--- config.mk ---
export PLATFORM = sky130hd
export DESIGN_NAME = fmps_link_receiver
export DESIGN_NICKNAME = d
export VERILOG_FILES = /design/src/rtl/fmps_pkg.sv /design/src/rtl/fmps_link_dpram.sv /design/src/rtl/fmps_link_receiver.sv
export SDC_FILE = /design/constraint.sdc
export NUM_CORES = 1
export LEC_CHECK = 0
export ABC_AREA = 1
export BUFFER_PORTS_ARGS = -buffer_cell sky130_fd_sc_hd__clkbuf_2
export CAP_MARGIN = 20
export CORE_ASPECT_RATIO = 1.75
export CORE_MARGIN = 1
export CORE_UTILIZATION = 45
export DETAILED_ROUTE_END_ITERATION = 8
export PLACE_DENSITY = 0.63
export SYNTH_ARGS = -nofsm -noshare
export SYNTH_HDL_FRONTEND = slang
export SYNTH_HIERARCHICAL = 1
export SYNTH_SLANG_ARGS = --single-unit
--- constraint.sdc ---
create_clock -name auClk -period 3.8 [get_ports auClk]
set_input_delay 0.38 -clock auClk [delete_from_list [all_inputs] [get_ports auClk]]
set_output_delay 0.38 -clock auClk [all_outputs]
set_load 0.01 [all_outputs]
--- src/rtl/fmps_pkg.sv ---
// Shared FMPS definitions: status codes, header layout and parser state encodings.
package fmps_pkg;

    typedef enum logic [1:0] {
        ST_SUCCESS    = 2'd0,
        ST_BAD_HEADER = 2'd1,
        ST_BAD_SIZE   = 2'd2,
        ST_DUPLICATE  = 2'd3
    } status_t;

    typedef enum logic [1:0] {
        S_HEADER = 2'd0,
        S_DATA   = 2'd1,
        S_DRAIN  = 2'd2
    } parser_state_t;

    localparam logic [1:0] FMPS_TYPE      = 2'b11;
    localparam int         HDR_TYPE_HI    = 31;
    localparam int         HDR_TYPE_LO    = 30;
    localparam int         HDR_ENABLE_BIT = 29;

    function automatic logic headerTypeOk(input logic [31:0] word);
        return word[HDR_TYPE_HI:HDR_TYPE_LO] == FMPS_TYPE;
    endfunction

endpackage

--- src/rtl/fmps_link_dpram.sv ---
// Simple dual-port node-data store: one write port, one registered read port (old data on collision).
module fmps_link_dpram #(
    parameter int INDEX_WIDTH = 5
) (
    input  logic                   clk,
    input  logic                   rst,
    input  logic                   wrEnable,
    input  logic [INDEX_WIDTH-1:0] wrAddress,
    input  logic [31:0]            wrData,
    input  logic [INDEX_WIDTH-1:0] rdAddress,
    output logic [31:0]            rdData
);

    logic [31:0] mem [0:(1<<INDEX_WIDTH)-1];

    always_ff @(posedge clk) begin
        if (wrEnable) begin
            mem[wrAddress] <= wrData;
        end
    end

    // Only the output register is reset; the array keeps its contents.
    always_ff @(posedge clk) begin
        if (rst) begin
            rdData <= '0;
        end else begin
            rdData <= mem[rdAddress];
        end
    end

endmodule

--- src/rtl/fmps_link_receiver.sv ---
// Per-link FMPS packet receiver: parses two-beat packets, stores node data and tracks
// which nodes arrived in the current FA cycle.
module fmps_link_receiver
    import fmps_pkg::*;
#(
    parameter int INDEX_WIDTH = 5,
    parameter     dbg         = "false"
) (
    input  logic                       auClk,
    input  logic                       auReset,
    input  logic                       FAstrobe,
    input  logic                       allFMPSpresent,
    input  logic                       TVALID,
    input  logic                       TLAST,
    input  logic [31:0]                TDATA,
    output logic                       statusStrobe,
    output logic [1:0]                 statusCode,
    output logic                       statusFMPSenabled,
    output logic [INDEX_WIDTH-1:0]     statusFMPSindex,
    output logic [INDEX_WIDTH:0]       fmpsCounter,
    output logic [(1<<INDEX_WIDTH)-1:0] fmpsBitmap,
    input  logic [INDEX_WIDTH-1:0]     readoutAddress,
    output logic [31:0]                readoutFMPS
);

    localparam int FMPS_COUNT_WIDTH = INDEX_WIDTH + 1;
    localparam int NODES            = 1 << INDEX_WIDTH;

    (* mark_debug = dbg *) parser_state_t    state;
    logic [INDEX_WIDTH-1:0]                  hdrIndex;
    logic                                    hdrEnabled;

    logic [NODES-1:0]            bitmapBase;
    logic [FMPS_COUNT_WIDTH-1:0] counterBase;
    logic [INDEX_WIDTH-1:0]      beatIndex;
    logic                        beatEnabled;
    logic                        dataEnd;
    logic                        isDuplicate;
    logic                        storeBeat;

    // An FA strobe clears tracking before any packet landing in the same cycle is applied.
    always_comb begin
        bitmapBase  = FAstrobe ? '0 : fmpsBitmap;
        counterBase = FAstrobe ? '0 : fmpsCounter;
        beatIndex   = TDATA[INDEX_WIDTH-1:0];
        beatEnabled = TDATA[HDR_ENABLE_BIT];
        dataEnd     = TVALID && (state == S_DATA) && TLAST;
        isDuplicate = bitmapBase[hdrIndex];
        storeBeat   = dataEnd && !isDuplicate && !allFMPSpresent;
    end

    always_ff @(posedge auClk) begin
        if (auReset) begin
            state             <= S_HEADER;
            hdrIndex          <= '0;
            hdrEnabled        <= 1'b0;
            statusStrobe      <= 1'b0;
            statusCode        <= ST_SUCCESS;
            statusFMPSindex   <= '0;
            statusFMPSenabled <= 1'b0;
            fmpsBitmap        <= '0;
            fmpsCounter       <= '0;
        end else begin
            statusStrobe <= 1'b0;
            fmpsBitmap   <= bitmapBase;
            fmpsCounter  <= counterBase;
            if (storeBeat) begin
                fmpsBitmap  <= bitmapBase | (NODES'(1) << hdrIndex);
                fmpsCounter <= counterBase + FMPS_COUNT_WIDTH'(1);
            end
            if (TVALID) begin
                case (state)
                    S_HEADER: begin
                        if (TLAST || !headerTypeOk(TDATA)) begin
                            statusStrobe      <= 1'b1;
                            statusCode        <= TLAST ? ST_BAD_SIZE : ST_BAD_HEADER;
                            statusFMPSindex   <= beatIndex;
                            statusFMPSenabled <= beatEnabled;
                            state             <= TLAST ? S_HEADER : S_DRAIN;
                        end else begin
                            hdrIndex   <= beatIndex;
                            hdrEnabled <= beatEnabled;
                            state      <= S_DATA;
                        end
                    end
                    S_DATA: begin
                        statusStrobe      <= 1'b1;
                        statusFMPSindex   <= hdrIndex;
                        statusFMPSenabled <= hdrEnabled;
                        if (TLAST) begin
                            statusCode <= isDuplicate ? ST_DUPLICATE : ST_SUCCESS;
                            state      <= S_HEADER;
                        end else begin
                            statusCode <= ST_BAD_SIZE;
                            state      <= S_DRAIN;
                        end
                    end
                    S_DRAIN: begin
                        if (TLAST) begin
                            state <= S_HEADER;
                        end
                    end
                    default: state <= S_HEADER;
                endcase
            end
        end
    end

    fmps_link_dpram #(
        .INDEX_WIDTH(INDEX_WIDTH)
    ) dpram (
        .clk       (auClk),
        .rst       (auReset),
        .wrEnable  (storeBeat && !auReset),
        .wrAddress (hdrIndex),
        .wrData    (TDATA),
        .rdAddress (readoutAddress),
        .rdData    (readoutFMPS)
    );

endmodule

==> metrics.txt, run 1 <==
Crit. End Element register; met3 routed WL between 8 and 9 mm; mux cell area share after synthesis 0%; later-pin clock latency in the skew report ~720 ps; grt ovf 0; Critical Path Fanout Max 32; DR WL met2 around 65 mm; Synth Area in Adders less than 1%; Initial DRC Count approximately 2,600; Post-synth top cells 1,412 x nand2_1, 1,024 x edfxtp_1, 749 x nand3_1, 298 x nor2_1, 109 x buf_2; Max Cap Viol 0; utilization after layout between 50% and 60%; Finished Layout Cells roughly 5,500; main combinational cell family by area after synthesis simple AND/OR/NAND/NOR gates; Top FF cell, synth edfxtp_1; post-synthesis share of cell area spent on xor and xnor gates less than 1%; min cycle time layout roughly 3300 ps; Post-Syn Nets just over 4,000; Worst Hold Class input pin to register; Cell variety after synth 34; top sig layer met4; Worst Path Required just over 4000 ps; post_cts resized 0; Starting Density a little under half; Post-synth EDFFs about 1,000; Slew @ Worst Pin 1130 ps; ANT cells 0; ys async rst share 0%; f_max ~0.3 GHz; startpoint types register; DR WL/cell about 23 microns; Final Cycle Share about nine tenths; largest net degree at the start of global routing between 150 and 200; synth warn 6; share of cells above drive strength 1 10.2%; Post-CTS Hold Buffers 1; RSZ-0062 raised after global routing false; vias in the first global route 29,900; Yosys top cell by area edfxtp_1; DP Worst Slack 487 ps; Mapped Area about 0.045 sq mm; Synth top area share approximately 68%; Synth Area in Compound Gates around 1.5%; TritonCTS clock tree done; CORE AREA around 0.1 sq mm; Post-Syn Instances slightly above 4,000; post-route ant nets 0; Die Height 421 microns; LEAKAGE ~19 nW; Die Wd 242 microns; DRT Pass-1 Iters 5; Tot GR Track Use about 24%; die area around 0.10 sq mm; Clock Skews ~37 ps; Simple-Gate Fraction of Synth Area a little under a quarter; CTS Buffer Depth 3; gpl congestion approximately 0.87; global-route wire length before repair between 150 and 200 mm; vias post-DR around 30,000; relative max-transition margin roughly 25%; vias per cell 5.47; Layout area overhead 12.0%; post-DP HPWL between 70 and 80 mm; Max VDD drop approximately 0.33 mV; power density over the cells between 400 and 500 mW/mm^2; Final Setup Violations 0; setup bufs post-CTS 0; sequential fraction of the synthesis area 71.8%; Fill cells 8,775; clock slew at reported path FFs around 70 ps; most frequent cell after synthesis nand2_1; row count about 150; initial antenna violation count 0; DP Area roughly 0.047 sq mm; Final #Nets between 4,000 and 5,000; max-slew violations 0; clk sink count between 1,000 and 1,500; Cells after DPL roughly 5,300; DRC 0; number of synthesized register bits roughly 1,100; final instance area 0.0507 sq mm; # IOs approximately 120; Critical Path AT roughly 3700 ps; Avg Cell Area, Syn ~11 sq um; status finished clean; Port Buffer Count ~120; CTS H-tree lvls 3; Setup Crit Path Kind register to register; ranking of synthesized cells by area edfxtp_1 68%, nand2_1 12%, nand3_1 8.3%; TritonCTS buffer count about 100; Hold Fails Final Rpt 0; met1 WL roughly 46 mm; WHS ~45 ps; CTS root buffer clkbuf_16; Routed WL 124 mm; Final WS setup roughly 460 ps
==> cell type report <==
cell class	instances	area [sq um]	share of cell area (%)
sequential	1111	32500	64.1
multi-input combinational	2620	11300	22.3
clock buffer	121	2630	5.19
timing repair buffer	230	1800	3.55
tap	1317	1650	3.25
clock inverter	60	632	1.25
inverter	41	184	0.363
==> cells by family after synthesis <==
logic type | after synthesis
xor gates and xnor gates | 4
buffers and inverters | 290
DFF | 1111
adders and majority gates | 1
and+or+nand+nor | 2482
AOI/OAI and AO/OA | 133
==> path summary, 6_finish.rpt <==
kind / startpoint / end / slack [ps] / cells after the start
worst max-delay path: hdrIndex[1] / dpram/mem[5][31] / 460 / 16
worst min-delay path: TDATA[30] / dpram/mem[20][30] / 40 / 1
worst max register to register: hdrIndex[1] / dpram/mem[5][31] / 460 / 16
worst min register to register: statusCode[0] / statusCode[0] / 490 / 2
==> state kept, by name, indices dropped and copies added, names as in the netlist <==
name,cells
hdrEnabled,1
dpram/mem,1024
statusFMPSenabled,1
state,2
fmpsBitmap,32
statusFMPSindex,5
dpram/rdData,32
fmpsCounter,6
hdrIndex,5
statusStrobe,1
statusCode,2
==> power by group <==
part | switching, mW | internal (mW) | total, mW
sequential | 0.0255 | 13.4 | 13.4
clock | 4.49 | 5.69 | 10.2
combinational | 1.19 | 0.386 | 1.58
==> layout by cell type (no fill, tap or decap), types with 2 or more instances in the layout <==
master,netlist,routed
o21ai_1,21,21
buf_4,49,82
clkinv_2,0,17
o21ai_0,82,82
inv_2,6,5
buf_12,0,28
bufinv_16,0,11
nor2_4,2,34
clkbuf_1,32,16
a21oi_1,23,23
nor3_1,6,6
clkinv_8,0,3
nor2_1,298,266
nor4_1,4,4
inv_1,32,29
nand2_2,2,2
xor2_1,2,2
clkbuf_16,0,100
clkinvlp_4,0,7
nand3_1,749,749
inv_8,1,2
inv_6,0,3
clkinv_1,2,19
xnor2_1,2,2
clkbuf_2,1,117
clkinv_4,0,3
edfxtp_1,1024,1024
dfxtp_1,87,87
a31oi_1,6,6
nand2_1,1412,1412
nand4_1,4,4
clkbuf_8,0,6
==> metal layers <==
metal	track usage (%)	vias up
met5	0	-
li1	-	14000
met4	10.2	0
met2	43.8	1141
met3	3.43	244
met1	29.2	14700
==> through the flow <==
stage                     setup TNS [ps]  total power [mW]
after floorplan                    -5970              14.6
after global placement                 0              15.2
after detailed placement               0              15.3
after CTS                              0              25.3
after global routing                   0              25.9
final                                  0              25.2
==> worst max-delay path: stages (launching register included) <==
cell	delay [ps]
dfxtp_1	540
inv_2	110
nor2_4	290
nand2_1	80
nand2_1	100
inv_1	50
nand3_1	70
nand3_1	90
nand2_1	90
nand2_1	80
nand2_4	130
nand3_4	130
nor2_8	210
nand3_1	100
buf_4	240
nor2_4	120
buf_4	470
(Power assumes the default switching activity.)
==> run 2, diff against run 1 <==
--- a/config.mk
+++ b/config.mk
@@ -6,13 +6,13 @@
 export NUM_CORES = 1
 export LEC_CHECK = 0
 export ABC_AREA = 1
-export BUFFER_PORTS_ARGS = -buffer_cell sky130_fd_sc_hd__clkbuf_2
 export CAP_MARGIN = 20
 export CORE_ASPECT_RATIO = 1.75
 export CORE_MARGIN = 1
 export CORE_UTILIZATION = 45
 export DETAILED_ROUTE_END_ITERATION = 8
-export PLACE_DENSITY = 0.63
+export DONT_BUFFER_PORTS = 1
+export PLACE_DENSITY = 0.62
 export SYNTH_ARGS = -nofsm -noshare
 export SYNTH_HDL_FRONTEND = slang
 export SYNTH_HIERARCHICAL = 1
==> run 2 against run 1 <==
Compared with the run above: the flow now finishes with violations (slew limit, setup timing); critical path depth is 2 lower; sequential power about the same; non-clock buffer count down 71; design area grew 0.39%; global-route usage decreased by 0.71 points; routed wire length fell by 2.5%; sequential cell count unchanged; die area did not move; hold slack worse by 6.6 ps; count of clock-buffer cells in the layout is 5 lower; via count is 1.3% lower; clock power hardly changed; largest cell class unchanged.
==> metrics.txt, run 2 (synthesis gave the netlist of run 1 again) <==
Max stage delay on crit path between 900 and 1000 ps; Clock Skews 44.5 ps; Max VDD drop roughly 0.36 mV; post-route ant nets 0; f_max between 0.2 and 0.25 GHz; grt ovf 0; Starting Density a little under half; Final #Nets around 4,100; Slew @ Worst Pin about 1700 ps; Die Height between 400 and 500 microns; # IOs roughly 120; Initial DRC Count about 2,800; max FFs per register roughly 1,000; Final WS setup -376 ps; Critical Path Fanout Max 513; Routed WL between 100 and 150 mm; row count roughly 150; CTS root buffer clkbuf_16; Crit. End Element register; slowest CP cell inv_16; CTS H-tree lvls 3; share of cells above drive strength 1 between 7 and 8%; clock slew at reported path FFs 70 ps; Setup Crit Path Kind input pin to register; setup bufs post-CTS 0; post_cts resized 0; relative max-transition margin -11.2%; Final Cycle Share 110%; status finished with violations; DRT Pass-1 Iters 5; commonest non-fill, non-tap cell in the layout nand2_1; DR WL/cell about 22 microns; commonest non-fill, non-tap cells in the layout 1,412 x nand2_1, 1,024 x edfxtp_1, 749 x nand3_1; Die Wd between 200 and 250 microns; LEAKAGE between 15 and 20 nW; CTS Buffer Depth 3; cell mode on critical path nand2_1; max-slew violations around 170; RSZ-0062 raised after global routing false; clk sink count roughly 1,100; Final Setup Violations 1; Post-CTS Hold Buffers 75; CORE AREA roughly 0.1 sq mm; WHS about 38 ps; Finished Layout Cells about 5,400; Worst Path Required 4460 ps; die area 0.102 sq mm; Most flops, register dpram/mem; vias in the first global route 28,800; vias post-DR a little under 30,000; Worst path top cell family by delay buffers and inverters; vias per cell 5.47; Critical Path AT 4830 ps; Tot GR Track Use a little under a quarter; Cells after DPL roughly 5,200; failing checks slew limit, setup timing; later-pin clock latency in the skew report 720 ps; DRC 0; post-DP HPWL just over 70 mm; critical-path cell list inv_16 > buf_12 > buf_4 > buf_4 > nand2_1 > nand3_1 > nand3_1 > nand2_1 > nand2_1 > nand3_1 > dlygate4sd3_1 > nand2_1 > nor2_1 > dlygate4sd3_1; final instance area between 0.05 and 0.06 sq mm; Regs by FF count dpram/mem x1024, dpram/rdData x32, fmpsBitmap x32; Fill cells 8,604; Port Buffer Count 0; Worst Hold Class input pin to register; Layout area overhead 12.5%; ANT cells 0; global-route wire length before repair between 150 and 200 mm; TritonCTS clock tree done; Max Cap Viol 0; power density over the cells 488 mW/mm^2; DP Area ~0.047 sq mm; worst path bufs/invs 6; startpoint types input pin; largest net degree at the start of global routing 514; Hold Fails Final Rpt 0; TritonCTS buffer count 99; initial antenna violation count 2; gpl congestion 0.868; min cycle time layout ~4200 ps
-- run 2: cell types whose count changed in the layout (fill, tap and decap cells not counted), sizes merged --
cell         previous run  this run
clkinvlp                8        11
bufinv                 11         8
dlygate4sd3             1        42
inv                    40        43
clkbuf                239       116
buf                   111       117
clkinv                 42        45
-- run 2: area by class of cell --
class                           instances  area [sq um]  area share (%)
Tap cell                             1317          1650            3.24
Clock buffer                          116          2540            4.99
Timing Repair Buffer                  159          2040            4.00
Clock inverter                         66           681            1.34
Multi-Input combinational cell       2620         11300            22.2
Sequential cell                      1111         32500            63.8
Inverter                               41           184           0.361
-- run 2: through the flow --
step	worst slack, ps	power, mW	setup TNS [ps]	util, %
2_1_floorplan	-10.7	14.6	-5970	-
3_3_place_gp	616	14.7	0	46.8
3_5_place_dp	618	14.7	0	46.8
4_1_cts	577	25.0	0	51.1
5_1_grt	344	25.5	0	51.1
6_report	-376	24.8	-376	51.1
-- run 2: path summary, 6_finish.rpt --
check / startpoint / endpoint / slack (ps) / depth (start not counted)
max: readoutAddress[0] / dpram/rdData[27] / -380 / 14
min: readoutAddress[2] / dpram/rdData[8] / 40 / 4
max reg2reg: hdrIndex[1] / dpram/mem[6][24] / 570 / 16
min reg2reg: hdrEnabled / statusFMPSenabled / 490 / 2
-- run 2: tightest hold or removal path, delay by kind of cell --
family / cells / cell delay, ps
AND/OR/NAND/NOR: 3 / 230
AO/OA/AOI/OAI: 1 / 60
-- run 2: report_power, final --
group | internal (mW) | switching (mW)
sequential | 13.4 | 0.0510
clock | 5.41 | 4.58
combinational | 0.430 | 0.986
total | 19.2 | 5.62
-- run 2: layer usage --
metal	wire (microns)	vias up	GRT usage (%)	share of wire (%)
met5	23	-	0	0.019
met4	3770	4	8.49	3.1
met3	7720	211	3.59	6.4
met2	63600	1087	42.6	52
met1	46100	14500	28.7	38
li1	-	13900	-	-
